**config.mk**
```make
export PLATFORM = sky130hd
export DESIGN_NAME = mem_wb_stage
export DESIGN_NICKNAME = d
export VERILOG_FILES = /design/src/rtl/mem_wb_stage.sv
export SDC_FILE = /design/constraint.sdc
export NUM_CORES = 1
export LEC_CHECK = 0
export ABC_AREA = 1
export CORE_AREA = 2 2 139 141
export DETAILED_ROUTE_END_ITERATION = 7
export DIE_AREA = 0 0 141 143
export GPL_ROUTABILITY_DRIVEN = 0
export GPL_TIMING_DRIVEN = 0
export PLACE_DENSITY_LB_ADDON = 0.12
export SYNTH_ARGS = -nofsm -noshare
export SYNTH_HDL_FRONTEND = slang
export SYNTH_SLANG_ARGS = --single-unit
export TNS_END_PERCENT = 100
```
**constraint.sdc**
```tcl
create_clock -name clk -period 4.1 [get_ports clk]
set_input_delay 0.82 -clock clk [delete_from_list [all_inputs] [get_ports clk]]
set_output_delay 0.82 -clock clk [all_outputs]
set_load 0.01 [all_outputs]
```
**src/rtl/mem_wb_stage.sv**
```systemverilog
// Memory-access stage and M/W pipeline register for the P6 pipelined MIPS core.
// Drives the byte-enabled data-memory port, extracts load data and flags bad addresses.
module mem_wb_stage #(
  parameter int unsigned DM_WORDS = 3072,
  parameter int unsigned EXC_ADEL = 4,
  parameter int unsigned EXC_ADES = 5
) (
  input  logic        clk,
  input  logic        reset,
  input  logic        in_valid,
  input  logic [3:0]  in_op,
  input  logic [31:0] in_addr,
  input  logic [31:0] in_wdata,
  input  logic [31:0] in_pc,
  input  logic [4:0]  in_rd,
  input  logic        in_reg_we,
  input  logic [31:0] in_alu_result,
  input  logic        m_stall,
  input  logic        m_flush,
  output logic [31:0] m_data_addr,
  output logic [31:0] m_data_wdata,
  output logic [3:0]  m_data_byteen,
  input  logic [31:0] m_data_rdata,
  output logic [31:0] m_inst_addr,
  output logic        w_grf_we,
  output logic [4:0]  w_grf_addr,
  output logic [31:0] w_grf_wdata,
  output logic [31:0] w_inst_addr,
  output logic        w_exc,
  output logic [4:0]  w_exc_code,
  output logic [7:0]  exc_count
);

  localparam int unsigned AW = 32;
  localparam int unsigned DW = 32;
  localparam int unsigned RW = 5;
  localparam int unsigned CW = 8;
  localparam logic [AW-1:0] DM_BYTES = AW'(DM_WORDS * 4);

  localparam logic [3:0] OP_LW  = 4'd1;
  localparam logic [3:0] OP_LH  = 4'd2;
  localparam logic [3:0] OP_LHU = 4'd3;
  localparam logic [3:0] OP_LB  = 4'd4;
  localparam logic [3:0] OP_LBU = 4'd5;
  localparam logic [3:0] OP_SW  = 4'd6;
  localparam logic [3:0] OP_SH  = 4'd7;
  localparam logic [3:0] OP_SB  = 4'd8;

  logic          is_load;
  logic          is_store;
  logic          size_word;
  logic          size_half;
  logic          misaligned;
  logic          out_of_range;
  logic          bad;
  logic          live;
  logic [7:0]    rd_byte;
  logic [15:0]   rd_half;
  logic [DW-1:0] load_data;
  logic [3:0]    byteen;
  logic [DW-1:0] store_data;

  logic          grf_we_q,    grf_we_d;
  logic [RW-1:0] grf_addr_q,  grf_addr_d;
  logic [DW-1:0] grf_wdata_q, grf_wdata_d;
  logic [AW-1:0] inst_addr_q, inst_addr_d;
  logic          exc_q,       exc_d;
  logic [4:0]    exc_code_q,  exc_code_d;
  logic [CW-1:0] exc_count_q, exc_count_d;

  // Opcode decode and address legality
  always_comb begin
    is_load   = 1'b0;
    is_store  = 1'b0;
    size_word = 1'b0;
    size_half = 1'b0;
    case (in_op)
      OP_LW:          begin is_load  = 1'b1; size_word = 1'b1; end
      OP_LH, OP_LHU:  begin is_load  = 1'b1; size_half = 1'b1; end
      OP_LB, OP_LBU:  is_load  = 1'b1;
      OP_SW:          begin is_store = 1'b1; size_word = 1'b1; end
      OP_SH:          begin is_store = 1'b1; size_half = 1'b1; end
      OP_SB:          is_store = 1'b1;
      default:        ;
    endcase
    misaligned   = (size_word & (in_addr[1:0] != 2'b00)) | (size_half & in_addr[0]);
    out_of_range = (in_addr >= DM_BYTES);
    bad          = (is_load | is_store) & (misaligned | out_of_range);
    live         = in_valid & ~m_stall & ~m_flush & reset;
  end

  // Load lane selection and extension
  always_comb begin
    rd_byte = m_data_rdata[7:0];
    case (in_addr[1:0])
      2'd0: rd_byte = m_data_rdata[7:0];
      2'd1: rd_byte = m_data_rdata[15:8];
      2'd2: rd_byte = m_data_rdata[23:16];
      2'd3: rd_byte = m_data_rdata[31:24];
      default: ;
    endcase
    rd_half = in_addr[1] ? m_data_rdata[31:16] : m_data_rdata[15:0];
    case (in_op)
      OP_LH:   load_data = {{16{rd_half[15]}}, rd_half};
      OP_LHU:  load_data = {16'h0000, rd_half};
      OP_LB:   load_data = {{24{rd_byte[7]}}, rd_byte};
      OP_LBU:  load_data = {24'h000000, rd_byte};
      default: load_data = m_data_rdata;
    endcase
  end

  // Store lane enables and replicated data
  always_comb begin
    byteen     = 4'b0000;
    store_data = in_wdata;
    case (in_op)
      OP_SH:   store_data = {2{in_wdata[15:0]}};
      OP_SB:   store_data = {4{in_wdata[7:0]}};
      default: ;
    endcase
    if (live & is_store & ~bad) begin
      case (in_op)
        OP_SW:   byteen = 4'b1111;
        OP_SH:   byteen = 4'b0011 << in_addr[1:0];
        OP_SB:   byteen = 4'b0001 << in_addr[1:0];
        default: byteen = 4'b0000;
      endcase
    end
  end

  // W-register next state: bubbles keep the destination/data/PC fields
  always_comb begin
    grf_we_d    = 1'b0;
    grf_addr_d  = grf_addr_q;
    grf_wdata_d = grf_wdata_q;
    inst_addr_d = inst_addr_q;
    exc_d       = 1'b0;
    exc_code_d  = 5'd0;
    exc_count_d = exc_count_q;
    if (live) begin
      inst_addr_d = in_pc;
      if (bad) begin
        exc_d      = 1'b1;
        exc_code_d = is_load ? 5'(EXC_ADEL) : 5'(EXC_ADES);
        if (exc_count_q != {CW{1'b1}}) begin
          exc_count_d = exc_count_q + CW'(1);
        end
      end else begin
        grf_we_d    = in_reg_we & (in_rd != 5'd0);
        grf_addr_d  = in_rd;
        grf_wdata_d = is_load ? load_data : in_alu_result;
      end
    end
  end

  always_ff @(posedge clk or negedge reset) begin
    if (!reset) begin
      grf_we_q    <= 1'b0;
      grf_addr_q  <= '0;
      grf_wdata_q <= '0;
      inst_addr_q <= '0;
      exc_q       <= 1'b0;
      exc_code_q  <= '0;
      exc_count_q <= '0;
    end else begin
      grf_we_q    <= grf_we_d;
      grf_addr_q  <= grf_addr_d;
      grf_wdata_q <= grf_wdata_d;
      inst_addr_q <= inst_addr_d;
      exc_q       <= exc_d;
      exc_code_q  <= exc_code_d;
      exc_count_q <= exc_count_d;
    end
  end

  assign m_data_addr   = in_addr;
  assign m_data_wdata  = store_data;
  assign m_data_byteen = byteen;
  assign m_inst_addr   = in_pc;
  assign w_grf_we      = grf_we_q;
  assign w_grf_addr    = grf_addr_q;
  assign w_grf_wdata   = grf_wdata_q;
  assign w_inst_addr   = inst_addr_q;
  assign w_exc         = exc_q;
  assign w_exc_code    = exc_code_q;
  assign exc_count     = exc_count_q;

endmodule

```
; Word level (Yosys, flattened, before mapping)
; Index checks and enable logic that the tools add are counted.
; W data, S select, Z words.
[word_totals]
ff_bits = 84
wordCells = 65
output_inout_bits = 184
[op_classes]
n_reduce_logical = 9
bitwise = 15
shift = 2
magnitude_cmp = 1
n_eq_ne = 12
addsub = 1
mux = 18
[op_table]
columns = operator, n
row1 = $pmux W32 S4, 1
row2 = $pmux W32 S2, 1
row3 = $ge A32 B14 Y1 const B, 1
row4 = $mux W32, 1
row5 = $pmux W8 S4, 1
row6 = $eq A4 B3 Y1 const B, 4
row7 = $mux W16, 1
row8 = $pmux W4 S3, 1
row9 = $and A1 B1 Y1, 9
row10 = $mux W1, 9
row11 = $add A8 B1 Y8 const B, 1
row12 = $eq A4 B2 Y1 const B, 2
row13 = $ne A8 B8 Y1 const B, 1
row14 = $mux W3, 2
row15 = $reduce_or A3 Y1, 2
row16 = $reduce_bool A5 Y1, 1
row17 = $reduce_or A5 Y1, 1
row18 = $eq A2 B2 Y1 const B, 2
row19 = $eq A4 B1 Y1 const B, 1
row20 = $eq A4 B4 Y1 const B, 1
row21 = $mux W4, 1
row22 = $shl A1 B2 Y4 const A, 1
row23 = $shl A2 B2 Y4 const A, 1
row24 = $not A1 Y1, 3
row25 = 7 further kinds, 9

; Logic depth before layout (Yosys ltp)
[logic_depth]
ltp_word = 10
mapped_depth = 14
mapped_depth_nobuf = 12

; Worst setup path before layout
; Ideal clock, no wire load.
[synth_timing]
path_kind = in2out
start = input in_op[0]
end = output m_data_byteen[1]
required_ps = 3280
arrival_ps = 1849
slack_ps = 1431
n_path_buf = 1
stages = 7
path_cell_list = inv_2 > nor2_2 > nand2_2 > nand2_1 > buf_2 > a31oi_1 > nor2_1
[synth_between]
elab_chain_len = 10
[synth_rtl]
columns = item, line_no
row1 = start: declaration, 11  ; input logic [3:0] in_op,
row2 = "$eq A4 B3 Y1, or another cell as far along", "77, 122"
row3 = $reduce_or A3 Y1 (no source line) / $reduce_or A2 Y1 (equally long branches), n/a
row4 = $mux W1, 77  ; case (in_op)
row5 = $and A1 B1 Y1, 86  ; misaligned = (size_word & (in_addr[1:0] != 2'b00)) | (size_half & in_addr[0]);
row6 = $or A1 B1 Y1, 86
row7 = $or A1 B1 Y1, 88  ; bad = (is_load | is_store) & (misaligned | out_of_range);
row8 = $and A1 B1 Y1, 88
row9 = $not A1 Y1 (no source line), n/a
row10 = $and A1 B1 Y1, 121  ; if (live & is_store & ~bad) begin
row11 = $mux W4 (*), 121
row12 = end: declaration, 22  ; output logic [3:0] m_data_byteen,
; Every way passes the cells marked *; elsewhere a longest branch is shown, timed or not.

; Final worst setup path
[layout_timing]
start = input in_op[2]
end = output m_data_byteen[1]
; Same word-level chain as after synthesis.

==> metrics.md <==
| Metric | Value |
|---|---|
| Pwr dens | `315 nW/um^2` |
| Worst Path Buf+Inv | `4` |
| Post-Syn Instances | `786` |
| Power Internal | `2.06 mW` |
| Area Growth Syn to Fin | `73.7%` |
| Synth area leader | `dfrtp_1` |
| Clk buf depth | `2` |
| Most frequent cells after synthesis | `346 x nand2_1, 80 x dfrtp_1, 76 x buf_4` |
| Unrepaired setup endpoints after global routing | `false` |
| Most frequent CP cell | `clkdlybuf4s50_1` |
| Final nets | `1321` |
| Min-delay worst type | `primary input to asynchronous set/reset pin` |
| P_sw | `0.947 mW` |
| Pleak | `4.63 nW` |
| Post-synth EDFFs | `0` |
| Synth warnings | `0` |
| Net Sw Frac | `0.316` |
| Routed vias | `6076` |
| Biggest cell delay along the critical path | `0.57 ns` |
| Die height | `143 um` |
| Die width | `141 um` |
| Post-DRT Antenna Nets | `0` |
| Core area | `18600 um^2` |
| Fillers | `1876` |
| CTS tree | `yes` |
| Slew Limit Fails | `0` |
| Reg power frac | `0.352` |
| Cell Chain, Critical Path | `clkdlybuf4s50_1, nor2_2, nand3_1, buf_2, clkinv_1, nand2_1, a31oi_1, nor2_1, clkdlybuf4s50_1` |
| DRC | `0` |
| WP data arrival | `3.11 ns` |
| Initial cell density of the core | `0.296` |
| VDD IR max | `0.000201 V` |
| Postcts setup bufs | `0` |
| Cell family with most CP delay | `buffers and inverters` |
| Port Buffers | `345` |
| Synthesis-stage register bit count | `80` |
| Drt first-iter violations | `264` |
| CTS sink cnt | `80` |
| Max cap viols | `0` |
| Depth of the CTS H-tree | `3` |
| Num CTS Buffers | `9` |
| Rows | `50` |
| Final Hold Fails | `0` |
| WL met1 | `9470 um` |
| Ys flop type | `dfrtp_1` |
| Largest cells by area after synthesis | `dfrtp_1 36%, nand2_1 24%, buf_4 10%` |
| Fin Clk Skew | `0.00636 ns` |
| Worst path required time | `3.28 ns` |
| Final min period | `3.93 ns` |
| Max Used Layer | `met5` |
| Io pins | `359` |
| Status | `completed` |
| Global-route wire length before repair | `33300 um` |
| Overall Global Routing Usage | `0.211` |
| Die area | `20200 um^2` |
| Crit path kind | `primary input to output pin` |
| Clk pwr share | `0.250` |
| DP HPWL | `17200 um` |
| Grt ovf | `0` |
| Slowest cell on crit path | `clkdlybuf4s50_1` |
| R2r startpoint | `exc_count[0]` |
| Max-Slew Margin vs Limit | `0.663` |
| FMAX | `0.254 GHz` |
| Layout cells sized above 1 | `0.138` |
| Clk root buf | `clkbuf_16` |
| WL met3 | `1670 um` |
| Initial antenna violation count | `2` |
| DP Area | `9280 um^2` |
| Most numerous cell in the Yosys netlist | `nand2_1` |
| Worst-margin pin slew | `0.506 ns` |
| Synth async-reset ratio | `1.00` |
| Worst path depth | `9` |
| Kind of end point of the critical path | `output pin` |
| Vias in the first global route | `6030` |
| Worst skew pair latency | `0.34 ns` |
| Clk pin slew, worst setup/hold paths | `0.06 ns` |
| Netlist cell types | `38` |
| R2R depth | `7` |
| Crit path launch type | `primary input` |
| Fin crit share | `0.959` |
| Routed WL per cell | `15.4 um` |
| Routed WL | `21400 um` |
| TritonRoute pass-1 iters | `4` |
| Fin area | `9550 um^2` |
| Sequential element share of the synthesized area | `0.364` |
| Met2 Wirelength | `9960 um` |
| Power consumption | `3.00 mW` |
| Final Setup Violations | `0` |
| Gate power share | `0.398` |
| Synth top area share | `0.364` |
| Vias per cell | `4.39` |
| Largest net degree at the start of global routing | `53` |
| Cell Area, Synth | `5500 um^2` |
| R2R setup slack | `2.22 ns` |
| Synth Area per Inst | `6.99 um^2` |
| Crit-path max FO | `10` |
| R2R Path End | `exc_count[4]` |
==> worst reg2reg max path, cell delays in order, from the launching register on <==
cell     delay, ns
dfrtp_1       0.44
ha_1          0.26
nand3_1       0.11
nor2_1        0.08
nand3_1       0.26
nand4_1       0.39
nand2_1       0.16
nand2_1       0.06
==> power by group through the flow <==
stage | registers (mW) | clock network (mW) | logic (mW)
2_1_floorplan | 1.14 | 0 | 0.385
3_3_place_gp | 1.07 | 0 | 1.19
3_5_place_dp | 1.07 | 0 | 1.20
4_1_cts | 1.06 | 0.768 | 1.21
5_1_grt | 1.08 | 0.802 | 1.30
6_report | 1.06 | 0.750 | 1.20
==> layout by cell type, fill, tap and decap left out, drive strengths merged <==
| master | instances |
|---|---|
| clkinv | 7 |
| diode | 1 |
| xor2 | 4 |
| clkbuf | 22 |
| conb | 3 |
| or2 | 8 |
| buf | 98 |
| o2111ai | 7 |
| o41ai | 1 |
| and3 | 1 |
| nand4 | 10 |
| xnor2 | 2 |
| nand3 | 36 |
| clkinvlp | 2 |
| a21oi | 16 |
| clkdlybuf4s50 | 344 |
| and2 | 1 |
| ha | 1 |
| dfrtp | 80 |
| inv | 48 |
| nor3 | 2 |
| o21ai | 39 |
| mux2 | 8 |
| a31oi | 3 |
| nand2 | 363 |
| nor2 | 36 |
| o211ai | 8 |
==> logic make-up after synthesis <==
kind of cell,after synthesis,synth area share
flops,80,0.364
buf+inv,159,0.177
fa+ha+maj,1,0.00228
compound gates,74,0.0772
other cells,1,0.000682
simple gates,457,0.353
mux,8,0.0164
xor+xnor,6,0.00956
==> sequential cells by signal (all words and copies together) (netlist names) <==
register	cells
w_grf_we	1
exc_count	8
w_exc_code	2
w_inst_addr	32
w_grf_wdata	32
w_grf_addr	5
==> how the worst max path moves through the flow <==
stage | startpoint | to | slack, ns
finish | in_op[2] | m_data_byteen[1] | 0.17
global route | in_op[2] | m_data_byteen[3] | 0.01
CTS | in_op[0] | m_data_byteen[1] | 0.04
detailed placement | in_op[0] | m_data_byteen[1] | 0.04
global placement | reset | m_data_byteen[3] | -2.44
floorplan | in_op[0] | m_data_byteen[1] | 1.43
==> repair_timing <==
item / CTS / global route
resized for setup: 0 / 1
hold buffers: 0 / 0
setup endpoints to repair: 0 / 2
==> stage by stage <==
| stage | utilization | TNS (ns) | hold WS (ns) | cells | setup slack (ns) |
|---|---|---|---|---|---|
| 2_1_floorplan | - | 0 | 0.509 | 788 | 1.43 |
| 3_3_place_gp | 0.498 | -223.07 | 0.452 | 1367 | -2.44 |
| 3_5_place_dp | 0.499 | 0 | 0.457 | 1368 | 0.0416 |
| 4_1_cts | 0.514 | 0 | 0.419 | 1384 | 0.0422 |
| 5_1_grt | 0.514 | 0 | 0.438 | 1385 | 0.00952 |
| 6_report | 0.514 | 0 | 0.418 | 1385 | 0.168 |
==> layout make-up <==
type,instances,area (um^2),share of cell area
Inverter,52,210,0.0220
Sequential cell,80,2000,0.210
Multi-Input combinational cell,549,2530,0.265
Timing Repair Buffer,346,3480,0.364
Antenna cell,1,2.50,0.000262
Clock buffer,11,233,0.0244
Tap cell,234,293,0.0307
Buffer,107,762,0.0798
Clock inverter,5,33.8,0.00354
==> metal layers <==
layer	GRT usage	vias to the layer above
met1	0.273	2720
met4	0.0463	2
met2	0.353	225
li1	-	3111
met3	0.0600	18
met5	0	-
Note: power is estimated with default switching activity, not from simulation.
